[src/rtl/bus_interconnect.sv]
// PicoRV32 native-bus interconnect: decodes ROM/RAM/IO windows, sequences one
// transfer at a time and folds stalled or unmapped accesses into a sticky error.
module bus_interconnect #(
   parameter logic [31:0] ROM_BASE = 32'h0000_0000,
   parameter logic [31:0] ROM_SIZE = 32'h0000_1000,
   parameter logic [31:0] RAM_BASE = 32'h0000_1000,
   parameter logic [31:0] RAM_SIZE = 32'h0000_1000,
   parameter logic [31:0] IO_BASE  = 32'h1000_0000,
   parameter logic [31:0] IO_SIZE  = 32'h0000_1000,
   parameter int          TIMEOUT  = 16
) (
   input  logic        clk_in,
   input  logic        reset_n_in,
   input  logic        mem_valid_in,
   input  logic [31:0] mem_addr_in,
   input  logic [31:0] mem_wdata_in,
   input  logic [3:0]  mem_wstrb_in,
   output logic        mem_ready_out,
   output logic [31:0] mem_rdata_out,
   output logic [2:0]  sel_out,
   output logic        write_out,
   output logic [31:0] addr_out,
   output logic [31:0] wdata_out,
   output logic [3:0]  wstrb_out,
   input  logic [95:0] rdata_in,
   input  logic [2:0]  ready_in,
   input  logic        err_clr_in,
   output logic        bus_error_out,
   output logic [31:0] err_addr_out
);

   localparam int CW = (TIMEOUT > 2) ? $clog2(TIMEOUT) : 1;

   typedef enum logic [1:0] {IDLE, ACCESS, RESPOND} state_t;

   state_t        state;
   logic [CW-1:0] cnt;
   logic [31:0]   addr_q;

   logic [2:0]    dec_sel;
   logic [31:0]   dec_base;
   logic          rom_wr;
   logic          hit_ok;
   logic [31:0]   lane_rdata;
   logic          lane_rdy;
   logic          timed_out;
   logic          err_set;
   logic [31:0]   err_at;

   // 33-bit compare so BASE+SIZE never wraps at the top of memory
   function automatic logic in_win(input logic [31:0] a,
                                   input logic [31:0] base,
                                   input logic [31:0] size);
      logic [32:0] x, lo, hi;
      x  = {1'b0, a};
      lo = {1'b0, base};
      hi = lo + {1'b0, size};
      return (x >= lo) && (x < hi);
   endfunction

   always_comb begin
      dec_sel  = 3'b000;
      dec_base = 32'h0;
      if (in_win(mem_addr_in, ROM_BASE, ROM_SIZE)) begin
         dec_sel  = 3'b001;
         dec_base = ROM_BASE;
      end else if (in_win(mem_addr_in, RAM_BASE, RAM_SIZE)) begin
         dec_sel  = 3'b010;
         dec_base = RAM_BASE;
      end else if (in_win(mem_addr_in, IO_BASE, IO_SIZE)) begin
         dec_sel  = 3'b100;
         dec_base = IO_BASE;
      end
   end

   assign rom_wr = dec_sel[0] && (mem_wstrb_in != 4'h0);
   assign hit_ok = (dec_sel != 3'b000) && !rom_wr;

   always_comb begin
      lane_rdata = 32'h0;
      lane_rdy   = 1'b0;
      unique case (1'b1)
         sel_out[0]: begin
            lane_rdata = rdata_in[31:0];
            lane_rdy   = ready_in[0];
         end
         sel_out[1]: begin
            lane_rdata = rdata_in[63:32];
            lane_rdy   = ready_in[1];
         end
         sel_out[2]: begin
            lane_rdata = rdata_in[95:64];
            lane_rdy   = ready_in[2];
         end
         default: ;
      endcase
   end

   assign timed_out = (cnt == CW'(TIMEOUT - 1));

   always_comb begin
      err_set = 1'b0;
      err_at  = addr_q;
      case (state)
         IDLE: begin
            if (mem_valid_in && !hit_ok) begin
               err_set = 1'b1;
               err_at  = mem_addr_in;
            end
         end
         ACCESS: err_set = !lane_rdy && timed_out;
         default: ;
      endcase
   end

   always_ff @(posedge clk_in or negedge reset_n_in) begin
      if (!reset_n_in) begin
         state         <= IDLE;
         cnt           <= '0;
         addr_q        <= 32'h0;
         mem_ready_out <= 1'b0;
         mem_rdata_out <= 32'h0;
         sel_out       <= 3'b000;
         write_out     <= 1'b0;
         addr_out      <= 32'h0;
         wdata_out     <= 32'h0;
         wstrb_out     <= 4'h0;
         bus_error_out <= 1'b0;
         err_addr_out  <= 32'h0;
      end else begin
         mem_ready_out <= 1'b0;
         mem_rdata_out <= 32'h0;
         case (state)
            IDLE: begin
               if (mem_valid_in) begin
                  addr_q <= mem_addr_in;
                  if (hit_ok) begin
                     state     <= ACCESS;
                     cnt       <= '0;
                     sel_out   <= dec_sel;
                     write_out <= (mem_wstrb_in != 4'h0);
                     addr_out  <= mem_addr_in - dec_base;
                     wdata_out <= mem_wdata_in;
                     wstrb_out <= mem_wstrb_in;
                  end else begin
                     state         <= RESPOND;
                     mem_ready_out <= 1'b1;
                  end
               end
            end
            ACCESS: begin
               if (lane_rdy || timed_out) begin
                  state         <= RESPOND;
                  mem_ready_out <= 1'b1;
                  mem_rdata_out <= lane_rdy ? lane_rdata : 32'h0;
                  sel_out       <= 3'b000;
                  write_out     <= 1'b0;
                  addr_out      <= 32'h0;
                  wdata_out     <= 32'h0;
                  wstrb_out     <= 4'h0;
               end else begin
                  cnt <= cnt + CW'(1);
               end
            end
            RESPOND: state <= IDLE;
            default: state <= IDLE;
         endcase
         // a new error in the clear cycle becomes the first error
         if (err_set) begin
            bus_error_out <= 1'b1;
            if (!bus_error_out || err_clr_in)
               err_addr_out <= err_at;
         end else if (err_clr_in) begin
            bus_error_out <= 1'b0;
            err_addr_out  <= 32'h0;
         end
      end
   end

endmodule
[config.mk]
export PLATFORM = sky130hd
export DESIGN_NAME = bus_interconnect
export DESIGN_NICKNAME = d
export VERILOG_FILES = /design/src/rtl/bus_interconnect.sv
export SDC_FILE = /design/constraint.sdc
export NUM_CORES = 1
export LEC_CHECK = 0
export ABC_AREA = 1
export CORE_MARGIN = 5
export CORE_UTILIZATION = 35
export CTS_BUF_LIST = sky130_fd_sc_hd__clkbuf_8
export CTS_CLUSTER_DIAMETER = 120
export CTS_CLUSTER_SIZE = 8
export DETAILED_ROUTE_END_ITERATION = 10
export HOLD_SLACK_MARGIN = 0.02
export PLACE_DENSITY_LB_ADDON = 0.2
export RECOVER_POWER = 100
export REMOVE_ABC_BUFFERS = 1
export SLEW_MARGIN = 0
export SYNTH_ARGS = -nofsm -noshare
export SYNTH_HDL_FRONTEND = slang
export SYNTH_SLANG_ARGS = --single-unit
[constraint.sdc]
create_clock -name clk_in -period 1.7 [get_ports clk_in]
set_input_delay 0.17 -clock clk_in [delete_from_list [all_inputs] [get_ports clk_in]]
set_output_delay 0.17 -clock clk_in [all_outputs]
set_load 0.01 [all_outputs]
* Word-level counts from Yosys, hierarchy flattened
Index checks and enable logic that the tools add are counted.
** Cells by class
- Add/subtract/negate cells :: 2
- Muxes and demuxes :: 51
- Eq/ne operators :: 7
- Reduce and logical (&&, ||, !) cells :: 22
- Magnitude comparators :: 5
** Operators with widths (count)
- two-way mux 32 bit :: 13
- case mux 32 bit (2 select lines) :: 2
- case mux 32 bit (3 select lines) :: 1
- two-way mux 29 bit :: 3
- >= comparator 32 x 13 -> 1 bit (second input constant) :: 1
- >= comparator 32 x 29 -> 1 bit (second input constant) :: 1
- less-than comparator 32 x 13 -> 1 bit (second input constant) :: 1
- less-than comparator 32 x 14 -> 1 bit (second input constant) :: 1
- less-than comparator 32 x 29 -> 1 bit (second input constant) :: 1
- subtractor 32 bit :: 1
- two-way mux 4 bit :: 6
- two-way mux 3 bit :: 6
- case mux 4 bit (2 select lines) :: 2
- two-way mux 1 bit :: 9
- != test 2 bit (second input constant) :: 4
- AND reduction 4 bit :: 2
- logical AND 1 bit :: 6
- two-way mux 2 bit :: 3
- case mux 1 bit (2 select lines) :: 3
- case mux 3 bit (2 select lines) :: 1
- AND reduction 2 bit :: 3
- adder 4 x 1 -> 4 bit (second input constant) :: 1
- equality test 4 bit (second input constant) :: 1
- logical NOT 1 bit :: 4
- other kinds (9) :: 11
** Storage, ports and cells
- Flip-flop bits (word level) :: 176
- Word-level logic and storage cells :: 99
- Input port bits :: 171

* Depth between registers and ports, before layout
Gate-level depths: netlist (run 1).
- Depth after elaboration :: 14
- Depth in mapped cells :: 14

* Worst setup path after synthesis (run 1)
No wires, ideal clock.
- Kind :: input -> register
- Start :: input mem_addr_in[21]
- End :: register addr_out[30]
- Data arrival time :: 1.677 ns
- Path slack :: -0.060 ns
- Stages on the path :: 14
- Required time :: 1.617 ns
- Path through :: nor2_2 nand2_1 nor2_4 nand3_1 nor2_1 ha_1 ha_1 nand2_1 nor2_1 nand2_1 nand2_1 nand2_1 xor2_1 o21ai_0
** On the way
- Longest elaborated chain between the ends :: 9
** Ends and longest elaborated chain
- start: declaration :: RTL line 15 : input logic [31:0] mem_addr_in,
- >= comparator 32 x 29 -> 1 bit (tied with other cells) :: RTL line 58 : return (x >= lo) && (x < hi);
- logical AND 1 bit :: RTL line 58
- two-way mux 29 bit (tied with other cells) :: RTL line 70 : end else if (in_win(mem_addr_in, IO_BASE, IO_SIZE)) begin
- two-way mux 29 bit (tied with other cells) :: RTL line 67 : end else if (in_win(mem_addr_in, RAM_BASE, RAM_SIZE)) begin
- two-way mux 29 bit (tied with other cells) :: RTL line 64 : if (in_win(mem_addr_in, ROM_BASE, ROM_SIZE)) begin
- subtractor 32 bit (tied with other cells) :: RTL line 142 : addr_out <= mem_addr_in - dec_base;
- two-way mux 32 bit or logical AND 1 bit (tied branches) :: RTL line 137, 77
- two-way mux 32 bit or != test 2 bit (tied branches)
- case mux 32 bit (2 select lines) or AND reduction 4 bit (tied branches)
- end signal: assignment :: RTL line 142
- end: declaration :: RTL line 22 : output logic [31:0] addr_out,
Several ways; a longest one is shown, not always the timed one. The select of a mux whose other input is x is not followed.
A chain may end at the register's enable or synchronous reset.

* Final worst setup path (run 1)
- Start :: register sel_out[1]
- End :: register err_addr_out[21]
** On the way
- Longest elaborated chain between the ends :: 6
** Ends and longest elaborated chain
- start: declaration :: RTL line 20 : output logic [2:0] sel_out,
- start signal: assignment :: RTL line 140 : sel_out <= dec_sel;
- case mux 1 bit (3 select lines) (*) :: RTL line 82 : unique case (1'b1)
- logical NOT 1 bit (*) :: RTL line 111 : ACCESS: err_set = !lane_rdy && timed_out;
- logical AND 1 bit (*) :: RTL line 111
- case mux 1 bit (2 select lines) (*) :: RTL line 104 : case (state)
- != test 2 x 1 -> 1 bit (no source line) or nonzero test 2 bit (tied branches)
- AND reduction 2 bit (no source line)
- end signal: assignment :: RTL line 172 : err_addr_out <= err_at;
- end: declaration :: RTL line 29 : output logic [31:0] err_addr_out
Mark *: on every way between the ends. The rest lies on a longest branch, timed or not.

==> flow_summary.yaml, run 1 <==
layout:
  nets: 1493
  layout-drive-gt1-share: 0.1375
  final_cells: 1611
  areaGrowthSynthToFinish_pct: 61.67
  num_antenna_cells: 0
  fillers: 2074
global_routing:
  grt_max_degree: 52
  antenna_found_initial: 0
  grt_pass1_vias: 7173
  grt_usage: 0.1995
  grt-ovfl-total: 0
  grt_pass1_wl_um: 38750
die:
  ioPinCount: 309
  core-area_um2: 21760
  fp.dieH_um: 158.2
  row_count: 54
  fp.dieW_um: 158.2
  start_util: 0.3535
  dieArea_um2: 25040
setup_path:
  r2r-start: "sel_out[1]$_DFFE_PN0P_"
  crit_type: "register to register"
  worstRegToRegCells: 10
  cp_data_required_time_ns: 2.06
  arrival_ns: 2.00
  r2r_setup_slack_ns: 0.06
  r2r_end: "err_addr_out[21]$_DFFE_PN0P_"
  crit_path_end_kind: "register"
  crit_fanout: 14
  start_kind: "register"
detailed_routing:
  ant_nets: 0
  wl_per_cell_um: 16.10
  routed_wl_um: 25940
  viasPerCell: 4.574
  drc: 0
  vias: 7368
  drt-pass1-iter-count: 7
  drt_first_iter_violations: 295
sta:
  slew_headroom: 0.1534
  period_minus_slack_ns: 1.637
  fin_worst_skew_ns: 0.01918
  setup_viol: 0
  max_freq_ghz: 0.6108
  fin_crit_sh: 0.9631
  rsz0062_at_grt: "yes"
  fin_setup_tns_ns: 0
  slew_violations: 0
  holdWs_ns: 0.08582
  tightest_slew_ns: 1.270
  hold_violations: 0
hold_path:
  hold_start: "mem_addr_in[22]"
  whs_endpoint: "addr_q[22]$_DFFE_PN0P_"
  hold_path_depth: 4
  hp-class: "primary input to register"
clock_network:
  clock_path_buffers: 2
  htreeDepth: 4
  cts_buffers: 17
  clock_latency_ns: 0.47
  clkTransAtPathRegs_ns: 0.10
  clock_sinks: 176
  root_buffer: "clkbuf_8"
  cts_tree: "built"
synth:
  synth_most_common_cell: "nand2_1"
  synthTopCellsByCount: "533 x nand2_1, 176 x dfrtp_1, 50 x nor2_1"
  synth-seq-cells: 176
  syn_inst: 939
  synth_top_area_share: 0.5726
  synth_warnings: 0
  yosysUniqueCellTypes: 30
  syn_area_um2: 7691
  async_flop_share: 1.000
  syn_avg_cell_area_um2: 8.191
  seq_area_frac_synth: 0.5726
  yosysTopAreaCell: "dfrtp_1"
  synth.area.top_cells: "dfrtp_1 57%, nand2_1 26%, a31oi_1 2.6%, nor2_1 2.4%, nand3_1 1.8%"
  synth_edf_count: 0
  synth_flop_cell: "dfrtp_1"
power_and_ir_drop:
  powerDensity_nw_per_um2: 787.4
  ir_drop_v: 0.0004198
  p_leak_nw: 6.003
placed_design:
  dp_hpwl_um: 18470
  numPortBuffers: 308
  dp.cells: 1553
  place_congestion: 0.7975
job:
  drv_cap: 0
status:
  status: "complete, no violations"
power breakdown:
group | switching [mW] | total [mW] | internal, mW
combinational | 0.914 | 2.04 | 1.13
clock | 1.65 | 3.03 | 1.38
sequential | 0.193 | 4.72 | 4.53
total | 2.76 | 9.79 | 7.03
through the flow:
| step | setup slack [ns] | area (um^2) | util | total power [mW] |
|---|---|---|---|---|
| floorplan | -1.174 | 7403 | - | 5.418 |
| global placement | -0.6410 | 11550 | 0.5308 | 6.725 |
| detailed placement | -0.7299 | 11550 | 0.5308 | 6.755 |
| CTS | 0.001462 | 12120 | 0.5572 | 9.787 |
| global route | -0.02532 | 12430 | 0.5715 | 10.31 |
| finish | 0.06272 | 12430 | 0.5715 | 9.791 |
cells in the final DEF, fill, tap and decap left out, types with 3 or more instances in the layout:
cell               n
clkdlybuf4s50_1  285
inv_1             21
buf_4             70
nor2_1            44
clkinv_4           3
dfrtp_1          175
a21oi_1            3
nand2_4            5
ha_4               3
buf_12            14
dlymetal6s2s_1     3
clkbuf_8          18
o21ai_1            3
nand2_1          522
inv_2              5
nor2_2             6
dlygate4sd2_1     18
inv_6              4
a21oi_4            3
nand3_1           23
nand2_2           15
clkbuf_16          4
nand3_2            5
a31oi_1           32
o21ai_0            8
nor2_4             6
buf_6              5
nand4_1            3
critical path, stage by stage, from the launching register on:
cell and delay (ns):
dfrtp_2 0.45, nand2_2 0.08, nand3_2 0.10, inv_2 0.08, nand4_1 0.16, buf_4 0.20
nand3_2 0.08, nand2_4 0.09, clkbuf_16 0.19, nand2_1 0.06, nand2_1 0.05
routing by layer:
| layer | GRT usage | part of all wire | wire (um) | up-vias |
|---|---|---|---|---|
| met2 | 0.3421 | 0.51 | 13310 | 234 |
| li1 | - | - | - | 3667 |
| met3 | 0.06452 | 0.076 | 1964 | 24 |
| met1 | 0.2438 | 0.40 | 10270 | 3443 |
| met4 | 0.05118 | 0.015 | 390 | 0 |
| met5 | 0 | 0 | 0 | - |
worst max-delay path by stage:
stage	startpoint	endpoint	slack [ns]	cells past startpoint
6_report	sel_out[1]$_DFFE_PN0P_	err_addr_out[21]$_DFFE_PN0P_	0.06	10
5_1_grt	cnt[1]$_DFFE_PN0P_	addr_out[20]$_DFFE_PN0P_	-0.03	11
4_1_cts	mem_addr_in[22]	addr_out[30]$_DFFE_PN0P_	0.001	15
3_5_place_dp	mem_addr_in[31]	addr_out[30]$_DFFE_PN0P_	-0.73	15
3_3_place_gp	mem_addr_in[30]	addr_out[30]$_DFFE_PN0P_	-0.64	15
2_1_floorplan	state[0]$_DFFE_PN0P_	addr_out[29]$_DFFE_PN0P_	-1.17	7
flip-flops by register name (all words and copies together) (netlist names):
register / flops
state: 2
addr_q: 32
wdata_out: 32
write_out: 1
wstrb_out: 4
cnt: 4
sel_out: 3
bus_error_out: 1
mem_rdata_out: 32
addr_out: 32
mem_ready_out: 1
err_addr_out: 32
area by class of cell:
class / count / area, um^2 / area share
repair buffers: 405 / 4088 / 0.3287
multi-input cells: 692 / 3084 / 0.2480
clock buffers: 18 / 247.7 / 0.01992
inverters: 26 / 102.6 / 0.008251
well taps: 280 / 350.3 / 0.02817
flip-flops and latches: 176 / 4405 / 0.3543
clock inverters: 14 / 156.4 / 0.01258
timing repair:
item | CTS | global route
endpoints found under the setup margin | 22 | 109
cloned | 2 | 5
setup buffers | 9 | 9
resized for setup | 42 | 38
hold buffers | 1 | 0
pin swaps | 22 | 22
hold endpoints to repair | 77 | 0
kinds of logic after synthesis:
| kind of cell | count (synthesis) | share of synthesized area |
|---|---|---|
| simple gates | 634 | 0.3267 |
| flops | 176 | 0.5726 |
| buf+inv | 72 | 0.05010 |
| compound gates | 49 | 0.03953 |
| xor+xnor | 4 | 0.004556 |
| fa+ha+maj | 4 | 0.006507 |
Note: power is estimated with default switching activity, not from simulation.
==> run 2: changes to the inputs <==
- CELL_PAD_IN_SITES_DETAIL_PLACEMENT: default -> 1
- CELL_PAD_IN_SITES_GLOBAL_PLACEMENT: default -> 1
- DONT_BUFFER_PORTS: default -> 1
==> run 2 against run 1 <==
Effect of this change: the run now ends with hold timing, setup timing left; non-clock buffer count down 177; global-route usage up 2.2 points; final area down 13%; register-to-register slack worse by 0.07 ns; clock skew up 0.0076 ns; critical path depth unchanged; clock-buffer cell count down 1; critical path type unchanged; largest cell class unchanged; largest power group unchanged.
==> flow_summary.yaml, run 2 (synthesis results as in run 1) <==
placed_design:
  place_area_um2: 8214
  numPortBuffers: 0
  dp_hpwl_um: 17720
  place_ws_ns: -0.3270
  place_congestion: 0.7717
die:
  core-area_um2: 21760
  dieArea_um2: 25040
  row_count: 54
  ioPinCount: 309
  fp.dieH_um: 158.2
  fp.dieW_um: 158.2
  start_util: 0.3535
detailed_routing:
  wl_per_cell_um: 20.27
  drt-pass1-iter-count: 5
  ant_nets: 0
  vias: 7028
  viasPerCell: 4.904
  drt_first_iter_violations: 290
  drc: 0
  routed_wl_um: 29050
clock_network:
  cts_buffers: 17
  root_buffer: "clkbuf_8"
  clock_latency_ns: 0.47
  cts_tree: "built"
  hold_buffers: 163
  htreeDepth: 4
  clock_sinks: 176
  clock_path_buffers: 2
  clkTransAtPathRegs_ns: 0.11
status:
  violations: "hold timing, setup timing"
  status: "finished, violations left"
power_and_ir_drop:
  seqPwrFrac: 0.530
  swShare: 0.3028
  combinationalPowerShare: 0.144
  powerDensity_nw_per_um2: 854.8
  intPower_mw: 6.442
  ir_drop_v: 0.0004492
  p_leak_nw: 5.380
  clkPwrFrac: 0.326
  p_sw_mw: 2.798
layout:
  final_common_cell: "nand2_1"
  multi_input_area_um2: 3153
  layout-drive-gt1-share: 0.1526
  post-route-util: 0.4968
  fillers: 2526
  nets: 1316
  areaGrowthSynthToFinish_pct: 40.54
  seqCellArea_um2: 4404
  layout_common_cells: "502 x nand2_1, 176 x dfrtp_1, 161 x dlygate4sd3_1"
  final_design_area_no_fill_um2: 10810
  num_antenna_cells: 0
setup_path:
  crit_fanout: 7
  r2r_end: "addr_out[25]$_DFFE_PN0P_"
  critPathLaunch: "cnt[0]$_DFFE_PN0P_"
  crit_path_end_kind: "register"
  arrival_ns: 2.06
  cp_data_required_time_ns: 2.05
  r2r-start: "cnt[0]$_DFFE_PN0P_"
  crit_type: "register to register"
  r2r_setup_slack_ns: -0.01
  worstRegToRegCells: 10
  start_kind: "register"
global_routing:
  grt_pass1_vias: 7506
  grt_max_degree: 177
  grt_usage: 0.2219
  grt-ovfl-total: 0
  antenna_found_initial: 0
  grt_pass1_wl_um: 43080
sta:
  hold_violations: 176
  fin_crit_sh: 1.006
  fin_setup_tns_ns: -0.03666
  setup_viol: 5
  fin_ws_ns: -0.009575
  holdWs_ns: -0.6094
  period_minus_slack_ns: 1.710
  max_freq_ghz: 0.5849
  slew_violations: 0
  tightest_slew_ns: 0.6860
  slew_headroom: 0.5427
  fin_worst_skew_ns: 0.02682
  rsz0062_at_grt: "yes"
job:
  drv_cap: 0
hold_path:
  hp-class: "primary input to asynchronous set/reset pin"
-- run 2: cell types whose count changed in the layout (fill, tap and decap cells not counted), moves of 7 or more --
cell | before | now
nand2_4 | 5 | 12
dlygate4sd3_1 | 1 | 161
dlygate4sd2_1 | 18 | 0
nor2_2 | 6 | 13
nand2_1 | 522 | 502
buf_4 | 70 | 43
clkdlybuf4s50_1 | 285 | 0
nand2_2 | 15 | 27
-- run 2: what timing repair did --
item | in CTS | in global routing
buffers inserted | 2 | 7
hold endpoints to repair | 324 | 176
pin swaps | 3 | 29
gates cloned | 1 | 7
setup endpoints to repair | 71 | 107
gates resized for setup | 5 | 96
-- run 2: per-stage QoR --
step,std cells,total power [mW]
floorplan,893,5.418
global placement,1222,5.771
detailed placement,1222,5.803
CTS,1419,9.193
global route,1433,9.733
finish,1433,9.240
-- run 2: how the worst max path moves through the flow --
stage,end,slack [ns]
detailed placement,addr_out[30]$_DFFE_PN0P_,-0.33
global placement,addr_out[14]$_DFFE_PN0P_,-0.21
floorplan,addr_out[29]$_DFFE_PN0P_,-1.17
CTS,addr_out[31]$_DFFE_PN0P_,0.004
global route,addr_out[25]$_DFFE_PN0P_,-0.08
finish,addr_out[25]$_DFFE_PN0P_,-0.01
-- run 2: area by class of cell --
class                      count  share of cell area
inverter                      26            0.009492
multi-input combinational    692              0.2917
clock inverter                14             0.01551
sequential                   176              0.4075
timing repair buffer         228              0.2218
tap                          280             0.03241
clock buffer                  17             0.02165
-- run 2: worst max-delay path, cell delays in order, from the launching register on --
cell and delay, ns:
dfrtp_1 0.37, ha_2 0.20, nand2_2 0.06, inv_2 0.06, nand2_2 0.05, nand3_2 0.08
inv_2 0.05, nor2_4 0.23, nand2_8 0.16, a21oi_4 0.27, nor2_1 0.08
-- run 2: routing by layer --
metal,global-route usage,vias up,share of wire
met3,0.06698,34,0.071
met1,0.2600,3459,0.38
met5,0,-,0
met4,0.05686,0,0.019
li1,-,3307,-
met2,0.3966,228,0.53
-- run 2: power by group through the flow --
stage	logic, mW	registers, mW	clock network, mW
final	1.33	4.89	3.01
after global routing	1.47	4.94	3.33
after CTS	1.16	4.90	3.14
after detailed placement	0.822	4.98	0
after global placement	0.793	4.98	0
after floorplan	0.540	4.88	0
